<file path="src/rtl/arm_pipe_pkg.sv">
// Shared definitions for the ARM core pipeline control: FSM encodings,
// the stage-register control bundle and small helpers.
package arm_pipe_pkg;

  localparam int ARM_REG_W = 4;

  localparam logic [1:0] ST_RUN      = 2'd0;
  localparam logic [1:0] ST_BR_FLUSH = 2'd1;
  localparam logic [1:0] ST_MEM_WAIT = 2'd2;

  typedef struct packed {
    logic freeze_pc;
    logic freeze_if_id;
    logic flush_if_id;
    logic flush_id_ex;
    logic stall_all;
  } pipe_ctl_t;

  function automatic logic [15:0] sat_inc16(input logic [15:0] v);
    return (v == 16'hFFFF) ? v : v + 16'd1;
  endfunction

endpackage

</file>
<file path="src/rtl/hazard_detect.sv">
// RAW hazard compare between the ID-stage sources and the EX/MEM destinations.
// With forwarding active only a load-use against EX can still cause a hazard.
module hazard_detect
  import arm_pipe_pkg::*;
#(
  parameter int REG_W = ARM_REG_W
) (
  input  logic [REG_W-1:0] id_src1,
  input  logic [REG_W-1:0] id_src2,
  input  logic             id_use_src1,
  input  logic             id_use_src2,
  input  logic [REG_W-1:0] ex_dest,
  input  logic             ex_wb_en,
  input  logic             ex_mem_read,
  input  logic [REG_W-1:0] mem_dest,
  input  logic             mem_wb_en,
  input  logic             fwd_en,
  output logic             haz
);

  logic ex_m1, ex_m2, mem_m1, mem_m2;

  always_comb begin
    ex_m1  = id_use_src1 & ex_wb_en  & (id_src1 == ex_dest);
    ex_m2  = id_use_src2 & ex_wb_en  & (id_src2 == ex_dest);
    mem_m1 = id_use_src1 & mem_wb_en & (id_src1 == mem_dest);
    mem_m2 = id_use_src2 & mem_wb_en & (id_src2 == mem_dest);
    // Forwarded values cover every case except a load still in EX.
    if (fwd_en) haz = ex_mem_read & (ex_m1 | ex_m2);
    else        haz = ex_m1 | ex_m2 | mem_m1 | mem_m2;
  end

endmodule

</file>
<file path="src/rtl/pipeline_hazard_ctrl.sv">
// Central pipeline sequencer: memory-wait stall > taken-branch flush > RAW hazard
// bubble. Controls are combinational from state and inputs; state/counters registered.
module pipeline_hazard_ctrl
  import arm_pipe_pkg::*;
#(
  parameter int REG_W        = ARM_REG_W,
  parameter int BR_FLUSH_CYC = 1,
  parameter int MEM_WAIT_MAX = 15
) (
  input  logic             clk,
  input  logic             rst,
  input  logic [REG_W-1:0] id_src1,
  input  logic [REG_W-1:0] id_src2,
  input  logic             id_use_src1,
  input  logic             id_use_src2,
  input  logic [REG_W-1:0] ex_dest,
  input  logic             ex_wb_en,
  input  logic             ex_mem_read,
  input  logic [REG_W-1:0] mem_dest,
  input  logic             mem_wb_en,
  input  logic             fwd_en,
  input  logic             br_taken,
  input  logic             mem_req,
  input  logic             mem_ready,
  output logic             freeze_pc,
  output logic             freeze_if_id,
  output logic             flush_if_id,
  output logic             flush_id_ex,
  output logic             stall_all,
  output logic             mem_timeout,
  output logic [15:0]      stall_cycles
);

  localparam int BR_W   = $clog2(BR_FLUSH_CYC) + 1;
  localparam int WAIT_W = ($clog2(MEM_WAIT_MAX + 1) < 1) ? 1 : $clog2(MEM_WAIT_MAX + 1);
  localparam logic [BR_W-1:0]   BR_RELOAD  = BR_W'(BR_FLUSH_CYC - 1);
  localparam logic [WAIT_W-1:0] WAIT_LIMIT = WAIT_W'(MEM_WAIT_MAX);

  logic [1:0]        state_q, state_d;
  logic [BR_W-1:0]   br_left_q, br_left_d;
  logic [WAIT_W-1:0] wait_cnt_q, wait_cnt_d;
  logic              mem_timeout_q, mem_timeout_d;
  logic [15:0]       stall_cycles_q, stall_cycles_d;
  logic              haz;
  logic              mem_stall;
  pipe_ctl_t         ctl;

  hazard_detect #(.REG_W(REG_W)) u_hazard_detect (
    .id_src1     (id_src1),
    .id_src2     (id_src2),
    .id_use_src1 (id_use_src1),
    .id_use_src2 (id_use_src2),
    .ex_dest     (ex_dest),
    .ex_wb_en    (ex_wb_en),
    .ex_mem_read (ex_mem_read),
    .mem_dest    (mem_dest),
    .mem_wb_en   (mem_wb_en),
    .fwd_en      (fwd_en),
    .haz         (haz)
  );

  always_comb begin
    // NOTE: every variable gets a default first so no path leaves it unassigned (no latch).
    state_d       = state_q;
    br_left_d     = br_left_q;
    wait_cnt_d    = wait_cnt_q;
    mem_timeout_d = mem_timeout_q;
    ctl           = '0;

    // Once waiting, only mem_ready matters; the request may already have dropped.
    mem_stall = (state_q == ST_MEM_WAIT) ? !mem_ready : (mem_req & !mem_ready);

    if (mem_stall) begin
      ctl.stall_all    = 1'b1;
      ctl.freeze_pc    = 1'b1;
      ctl.freeze_if_id = 1'b1;
      state_d          = ST_MEM_WAIT;
      if (state_q != ST_MEM_WAIT)     wait_cnt_d = WAIT_W'(1);
      else if (wait_cnt_q != WAIT_LIMIT) wait_cnt_d = wait_cnt_q + WAIT_W'(1);
      if (wait_cnt_d == WAIT_LIMIT) mem_timeout_d = 1'b1;
    end else if (state_q == ST_BR_FLUSH) begin
      // Wrong-path slots: new branches and hazards are both irrelevant here.
      ctl.flush_if_id = 1'b1;
      ctl.flush_id_ex = 1'b1;
      if (br_left_q <= BR_W'(1)) state_d = ST_RUN;
      else                       br_left_d = br_left_q - BR_W'(1);
    end else if (br_taken) begin
      ctl.flush_if_id = 1'b1;
      ctl.flush_id_ex = 1'b1;
      if (BR_FLUSH_CYC > 1) begin
        state_d   = ST_BR_FLUSH;
        br_left_d = BR_RELOAD;
      end else begin
        state_d = ST_RUN;
      end
    end else begin
      state_d = ST_RUN;
      if (haz) begin
        ctl.freeze_pc    = 1'b1;
        ctl.freeze_if_id = 1'b1;
        ctl.flush_id_ex  = 1'b1;
      end
    end

    stall_cycles_d = ctl.freeze_pc ? sat_inc16(stall_cycles_q) : stall_cycles_q;
  end

  always_ff @(posedge clk or negedge rst) begin
    if (!rst) begin
      // NOTE: only control state is reset; datapath-free, so every flop here needs a known value.
      state_q        <= ST_RUN;
      br_left_q      <= '0;
      wait_cnt_q     <= '0;
      mem_timeout_q  <= 1'b0;
      stall_cycles_q <= '0;
    end else begin
      // NOTE: non-blocking assignments so all flops sample the same pre-edge values.
      state_q        <= state_d;
      br_left_q      <= br_left_d;
      wait_cnt_q     <= wait_cnt_d;
      mem_timeout_q  <= mem_timeout_d;
      stall_cycles_q <= stall_cycles_d;
    end
  end

  // Combinational controls are forced low for the whole time reset is held.
  assign freeze_pc    = rst & ctl.freeze_pc;
  assign freeze_if_id = rst & ctl.freeze_if_id;
  assign flush_if_id  = rst & ctl.flush_if_id;
  assign flush_id_ex  = rst & ctl.flush_id_ex;
  assign stall_all    = rst & ctl.stall_all;
  assign mem_timeout  = mem_timeout_q;
  assign stall_cycles = stall_cycles_q;

endmodule

</file>
<file path="config.mk">
export PLATFORM = sky130hd
export DESIGN_NAME = pipeline_hazard_ctrl
export DESIGN_NICKNAME = d
export VERILOG_FILES = /design/src/rtl/arm_pipe_pkg.sv /design/src/rtl/hazard_detect.sv /design/src/rtl/pipeline_hazard_ctrl.sv
export SDC_FILE = /design/constraint.sdc
export NUM_CORES = 1
export LEC_CHECK = 0
export ABC_AREA = 1
export BUFFER_PORTS_ARGS = -buffer_cell sky130_fd_sc_hd__clkbuf_2
export CAP_MARGIN = 30
export CELL_PAD_IN_SITES_DETAIL_PLACEMENT = 0
export CELL_PAD_IN_SITES_GLOBAL_PLACEMENT = 1
export CORE_MARGIN = 2
export CORE_UTILIZATION = 35
export DETAILED_ROUTE_END_ITERATION = 12
export GPL_TIMING_DRIVEN = 1
export PLACE_DENSITY = 0.89
export SETUP_SLACK_MARGIN = 0.05
export SLEW_MARGIN = 0
export SYNTH_ARGS = -nofsm -noshare
export SYNTH_HDL_FRONTEND = slang
export SYNTH_SLANG_ARGS = --single-unit
</file>
<file path="constraint.sdc">
create_clock -name clk -period 2.3 [get_ports clk]
set_input_delay 0.46 -clock clk [delete_from_list [all_inputs] [get_ports clk]]
set_output_delay 0.46 -clock clk [all_outputs]
set_load 0.01 [all_outputs]
</file>
==> summary.md, run 1 <==
| Metric | Value |
|---|---|
| Ys flop type | `dfrtp_1` |
| Worst hold slack | `0.2076 ns` |
| CP required | `1.84 ns` |
| Pwr dens | `513.5 nW/um^2` |
| Via density | `4.695` |
| Initial antenna violation count | `0` |
| Total die area | `5216 um^2` |
| Nets | `327` |
| CP Data Arrival Time | `1.54 ns` |
| Final period util | `86.88%` |
| Max Used Layer | `met4` |
| RSZ-0062 raised after global routing | `false` |
| Clock Latency Late Sink | `0.26 ns` |
| Slew Limit Headroom | `77.13%` |
| GRT Overall Usage | `16.10%` |
| Filler-free cell count of the finished design | `348` |
| Hpwl dp | `3048 um` |
| Setup Fix Bufs, Post-CTS | `0` |
| DR WL met3 | `156 um` |
| Routed wl met2 | `1793 um` |
| Final wirelength | `3873 um` |
| Die height | `72.23 um` |
| Final setup violation count | `0` |
| Root buffer cell | `clkbuf_8` |
| Final antenna-violating net count | `0` |
| M1 wire length | `1894 um` |
| Layout cells sized above 1 | `21.62%` |
| Syn_nets | `275` |
| Cts hold-fix bufs | `0` |
| Post-Synthesis Cells | `246` |
| Final routed DRC violation total | `0` |
| H-tree depth | `1` |
| Post-synth EDFFs | `0` |
| Peak supply drop | `0.2996 mV` |
| Placed insts | `345` |
| Die Wd | `72.23 um` |
| Row count | `24` |
| Fin. max-slew vios | `0` |
| Final Total Pwr | `1.012 mW` |
| First-pass GRT wire length | `6837 um` |
| Largest net degree at the start of global routing | `23` |
| MaxCap Viol Count | `0` |
| Floorplan core area | `4414 um^2` |
| Clock Path Buffers | `2` |
| IO Pins | `49` |
| Setup WS pre-CTS | `0.3061 ns` |
| First DRT Iteration DRCs | `43` |
| Area delta synth->final | `20.97%` |
| Synthesis Warnings | `0` |
| Outcome | `finished clean` |
| Setup crit start kind | `input pin` |
| Asr flop ratio synth | `100.0%` |
| Synthesized area | `1629 um^2` |
| Wirelength per Cell | `11.13 um` |
| Clock sinks | `22` |
| Setup TNS | `0 ns` |
| Final WS setup | `0.3018 ns` |
| Vias in the first global route | `1,569` |
| Max Fclk | `500.5 MHz` |
| Mean Syn Cell Area | `6.622 um^2` |
| Top fanout value on the critical path | `3` |
| Leak pwr | `1.177 nW` |
| Post-CTS Resized | `0` |
| CP Capture Type | `output pin` |
| Placer Congestion | `0.7802` |
| Skew final | `0.008767 ns` |
| Number of failing hold endpoints at the final stage | `0` |
| Worst Tran Pin Value | `0.3418 ns` |
| Sequential element share of the synthesized area | `33.79%` |
| Starting Density | `36.90%` |
| Cts bufs inserted | `3` |
| TritonRoute pass-1 iters | `4` |
| Via count | `1,634` |
| Distinct cells, synth | `30` |
| Fin crit period | `1.998 ns` |
| Clock Pin Slew Worst Setup and Hold Paths | `0.08 ns` |
| Crit path kind | `input pin to output pin` |
| Antenna cell count | `0` |
| #FFs+latches synth | `22` |
| Hold crit path type | `input pin to async pin` |
| CTS tree | `built` |
| Buffers on Ports | `48` |
| Grt total ovfl | `0` |
## final timing paths
path,startpoint,slack [ns],endpoint,depth (start not counted)
setup / recovery,mem_dest[3],0.30,freeze_pc,12
min in group clk,mem_timeout$_DFFE_PN0P_,0.48,mem_timeout$_DFFE_PN0P_,1
hold reg to reg,mem_timeout$_DFFE_PN0P_,0.48,mem_timeout$_DFFE_PN0P_,1
hold / removal,rst,0.21,stall_cycles[13]$_DFFE_PN0P_,2
setup reg to reg,stall_cycles[2]$_DFFE_PN0P_,0.41,stall_cycles[1]$_DFFE_PN0P_,8
max in group asynchronous,rst,1.86,stall_cycles[9]$_DFFE_PN0P_,2
## stage by stage
step	utilization (%)	instance area, um^2
6_report	44.64	1971
4_1_cts	44.64	1971
2_1_floorplan	-	1629
3_3_place_gp	43.71	1929
5_1_grt	44.64	1971
3_5_place_dp	43.71	1929
## cells in the mapped netlist (2+ instances only)
| master | n | share of area (%) |
|---|---|---|
| a21oi_1 | 5 | 1.5 |
| xnor2_1 | 7 | 3.8 |
| nand4_1 | 2 | 0.77 |
| inv_2 | 2 | 0.46 |
| nor2_1 | 17 | 3.9 |
| o21ai_0 | 9 | 2.8 |
| xor2_1 | 7 | 3.8 |
| nand3_1 | 26 | 8.0 |
| nand2_1 | 96 | 22 |
| nand2_2 | 2 | 0.77 |
| ha_1 | 2 | 1.5 |
| dfrtp_1 | 22 | 34 |
| nor3_1 | 2 | 0.61 |
| inv_1 | 31 | 7.1 |
## registers in the layout (all words and copies together) (netlist names)
name,cells
stall_cycles,16
mem_timeout,1
state_q,1
wait_cnt_q,4
## metal layers
layer  up-vias  track usage [%]
li1        873                -
met4         0            3.145
met2        27            27.01
met3         4            1.944
met5         -                0
met1       730            22.45
## layout by cell type (no fill, tap or decap), types with 2 or more instances in the layout
| master | n |
|---|---|
| nand2_2 | 2 |
| nor2_1 | 17 |
| nand2_1 | 96 |
| a21oi_1 | 5 |
| xnor2_1 | 7 |
| xor2_1 | 7 |
| nand4_1 | 2 |
| inv_1 | 31 |
| inv_2 | 2 |
| nor3_1 | 2 |
| nand3_1 | 26 |
| clkbuf_2 | 48 |
| clkbuf_8 | 3 |
| dfrtp_1 | 22 |
| buf_4 | 3 |
| ha_1 | 2 |
| o21ai_0 | 9 |
## final cells by class
class	count	area, um^2
Clock buffer	3	41.29
Fill cell	492	2444
Inverter	33	123.9
Multi-Input combinational cell	187	927.1
Sequential cell	22	550.5
Tap cell	52	65.06
Timing Repair Buffer	51	262.8
## where the power goes
part | total, mW | internal (mW) | switching, mW | leakage, nW
logic | 0.282 | 0.118 | 0.164 | 0.859
clock network | 0.238 | 0.117 | 0.122 | 0.0216
registers | 0.491 | 0.431 | 0.0602 | 0.297
## cell families after synthesis
| kind of cell | count (synthesis) | synth area share (%) |
|---|---|---|
| compound gates | 18 | 6.144 |
| xor+xnor | 14 | 7.527 |
| fa+ha+maj | 2 | 1.536 |
| buf+inv | 37 | 9.293 |
| flops | 22 | 33.79 |
| simple gates | 153 | 41.71 |
## critical path: stages
cell and delay (ns):
clkbuf_2 0.11, inv_1 0.05, nand2_1 0.06, o21ai_0 0.08, nor2_1 0.13, nand2_1 0.07, nand2_1 0.06, nand2_1 0.04
nand2_1 0.07, nand2_1 0.08, a21oi_1 0.16, clkbuf_2 0.16
Note: power is estimated with default switching activity, not from simulation.
==> run 2: changes to the inputs <==
==> constraint.sdc (replaced) <==
create_clock -name clk -period 2.05 [get_ports clk]
set_input_delay 0.41 -clock clk [delete_from_list [all_inputs] [get_ports clk]]
set_output_delay 0.41 -clock clk [all_outputs]
set_load 0.01 [all_outputs]
==> run 2 against run 1 <==
  * Power grew 19%
  * Sequential power grew 10%
  * Wire length shrank 1.1%
  * Largest cell class unchanged
  * Largest power group unchanged
==> summary.md, run 2 (same netlist as run 1, synthesis figures left out) <==
| Metric | Value |
|---|---|
| Area delta synth->final | `26.04%` |
| Initial antenna violation count | `0 (unchanged)` |
| Fill cells | `493 (+0.20%)` |
| Via count | `1,639 (+0.31%)` |
| Setup TNS | `0 ns (unchanged)` |
| Total die area | `5216 um^2 (unchanged)` |
| Leak pwr | `1.222 nW (+3.8%)` |
| Wirelength per Cell | `10.79 um (-3.1%)` |
| CTS tree | `built` |
| Row count | `24 (unchanged)` |
| Largest net degree at the start of global routing | `23 (unchanged)` |
| First-pass GRT wire length | `6589 um (-3.6%)` |
| CP Buf/Inv Count | `3 (unchanged)` |
| TritonRoute pass-1 iters | `4 (unchanged)` |
| RSZ-0062 raised after global routing | `false` |
| Worst hold slack | `0.1822 ns (-0.02538 ns)` |
| Power Internal | `0.8092 mW (+21%)` |
| Setup Fix Bufs, Post-CTS | `0 (unchanged)` |
| Final period util | `89.82%` |
| Pwr dens | `585.3 nW/um^2 (+14%)` |
| Crit-path cells | `clkbuf_2 > inv_1 > nand2_1 > o21ai_1 > nor2_1 > nand2_1 > nand2_1 > nand2_1 > nand2_2 > nand2_2 > a21oi_2 > buf_2` |
| Cts bufs inserted | `3 (unchanged)` |
| Root buffer cell | `clkbuf_8` |
| Via density | `4.617 (-1.7%)` |
| Peak supply drop | `0.5858 mV (+96%)` |
| Final Total Pwr | `1.202 mW (+19%)` |
| Max reg flops | `16 (unchanged)` |
| Buffers on Ports | `48 (unchanged)` |
| Setup crit start kind | `input pin` |
| Grt total ovfl | `0 (unchanged)` |
| Antenna cell count | `0 (unchanged)` |
| Filler-free cell count of the finished design | `355 (+2.0%)` |
| Crit path largest cell delay | `0.14 ns (-0.02 ns)` |
| Final wirelength | `3829 um (-1.1%)` |
| IO Pins | `49 (unchanged)` |
| CP Capture Type | `output pin` |
| Nets | `333 (+1.8%)` |
| Slew Limit Headroom | `75.91% (-1.2 points)` |
| Flop pwr share | `44.9% (-3.6 points)` |
| Worst path top cell family by delay | `simple AND/OR/NAND/NOR gates` |
| CP required | `1.64 ns (-0.20 ns)` |
| Floorplan core area | `4414 um^2 (unchanged)` |
| Most used cell, CP | `nand2_1` |
| Fin. max-slew vios | `0 (unchanged)` |
| Hold crit path type | `input pin to async pin` |
| Placed insts | `351 (+1.7%)` |
| Skew final | `0.006394 ns (-0.002374 ns)` |
| Top fanout value on the critical path | `3 (unchanged)` |
| CP Data Arrival Time | `1.43 ns (-0.11 ns)` |
| Comb power frac | `29.5% (+1.6 points)` |
| Outcome | `finished clean` |
| Placer Congestion | `0.8093 (+3.7%)` |
| Max Fclk | `543.1 MHz` |
| Clock sinks | `22 (unchanged)` |
| Most frequent cells in the layout | `nand2_1 (94), clkbuf_2 (47), inv_1 (31)` |
| Worst Tran Pin Value | `0.3600 ns (+0.01820 ns)` |
| Post-layout util | `46.51% (+1.9 points)` |
| H-tree depth | `1 (unchanged)` |
| GRT Overall Usage | `15.86% (-0.24 points)` |
| Clock Path Buffers | `2 (unchanged)` |
| Number of failing hold endpoints at the final stage | `0 (unchanged)` |
| Clock power frac | `25.6% (+2.0 points)` |
| Clock Latency Late Sink | `0.26 ns (about the same)` |
| Final setup violation count | `0 (unchanged)` |
| Vias in the first global route | `1,538 (-2.0%)` |
| Die Wd | `72.23 um (unchanged)` |
| Starting Density | `36.90% (unchanged)` |
| Setup WS pre-CTS | `0.1521 ns (-0.1540 ns)` |
| Sw Pwr | `0.3924 mW (+14%)` |
| Final WS setup | `0.2086 ns (-0.09321 ns)` |
| Layout cells sized above 1 | `24.75% (+3.1 points)` |
| Final antenna-violating net count | `0 (unchanged)` |
| Clock Pin Slew Worst Setup and Hold Paths | `0.08 ns (about the same)` |
| Fin crit period | `1.841 ns` |
| Die height | `72.23 um (unchanged)` |
| Hpwl dp | `3061 um (+0.40%)` |
| Final non-filler cell area | `2053 um^2 (+4.2%)` |
| MaxCap Viol Count | `0 (unchanged)` |
| Final routed DRC violation total | `0 (unchanged)` |
| First DRT Iteration DRCs | `100 (+130%)` |
| Area after DPL | `1987 um^2 (+3.0%)` |
| Crit path kind | `input pin to output pin` |
| Most common cell after layout, fill and taps aside | `nand2_1` |
| CP max-delay cell | `a21oi_2` |
| Sw frac | `32.66% (-1.5 points)` |
-- run 2: layer usage --
metal | up-vias | GRT usage, % | part of all wire (%) | routed length, um
met5 | - | 0 | 0 | 0
met4 | 0 | 3.774 | 0.42 | 16
met3 | 2 | 2.639 | 3.9 | 149
met2 | 24 | 26.10 | 46 | 1764
met1 | 727 | 21.84 | 50 | 1898
li1 | 886 | - | - | -
-- run 2: final timing paths --
path                                        startpoint                          end  slack, ns  cells after the start
max                                        mem_dest[3]                 freeze_if_id       0.21                     12
min                                                rst  stall_cycles[9]$_DFFE_PN0P_       0.18                      2
max reg2reg                stall_cycles[2]$_DFFE_PN0P_  stall_cycles[2]$_DFFE_PN0P_       0.28                      8
min reg2reg                    mem_timeout$_DFFE_PN0P_      mem_timeout$_DFFE_PN0P_       0.49                      1
max in group asynchronous                          rst  stall_cycles[1]$_DFFE_PN0P_       1.64                      2
min in group clk               mem_timeout$_DFFE_PN0P_      mem_timeout$_DFFE_PN0P_       0.49                      1
-- run 2: power by group through the flow --
stage	clock network, mW	logic [mW]	registers (mW)
6_report	0.307	0.355	0.540
5_1_grt	0.340	0.412	0.548
4_1_cts	0.320	0.356	0.539
3_5_place_dp	0	0.353	0.547
3_3_place_gp	0	0.351	0.546
2_1_floorplan	0	0.178	0.567
-- run 2: repair_timing --
action | in CTS | in global routing
hold buffers | 0 | 0
endpoints found under the setup margin | 0 | 2
gates resized for setup | 0 | 6
-- run 2: worst register-to-register path, cell delays in order, from the launching register on --
cell and delay, ns:
dfrtp_1 0.44, nand3_1 0.12, nor2_2 0.16, nand2_2 0.12
nor4_4 0.25, nand4_4 0.23, buf_12 0.21, nand3_1 0.09
nand2_1 0.06
-- run 2: layout make-up --
| class | count | area (um^2) | share of cell area, % |
|---|---|---|---|
| Sequential cell | 22 | 550.5 | 26.81 |
| Multi-Input combinational cell | 187 | 938.4 | 45.70 |
| Inverter | 33 | 123.9 | 6.033 |
| Tap cell | 52 | 65.06 | 3.169 |
| Clock buffer | 4 | 55.05 | 2.681 |
| Timing Repair Buffer | 57 | 320.3 | 15.60 |
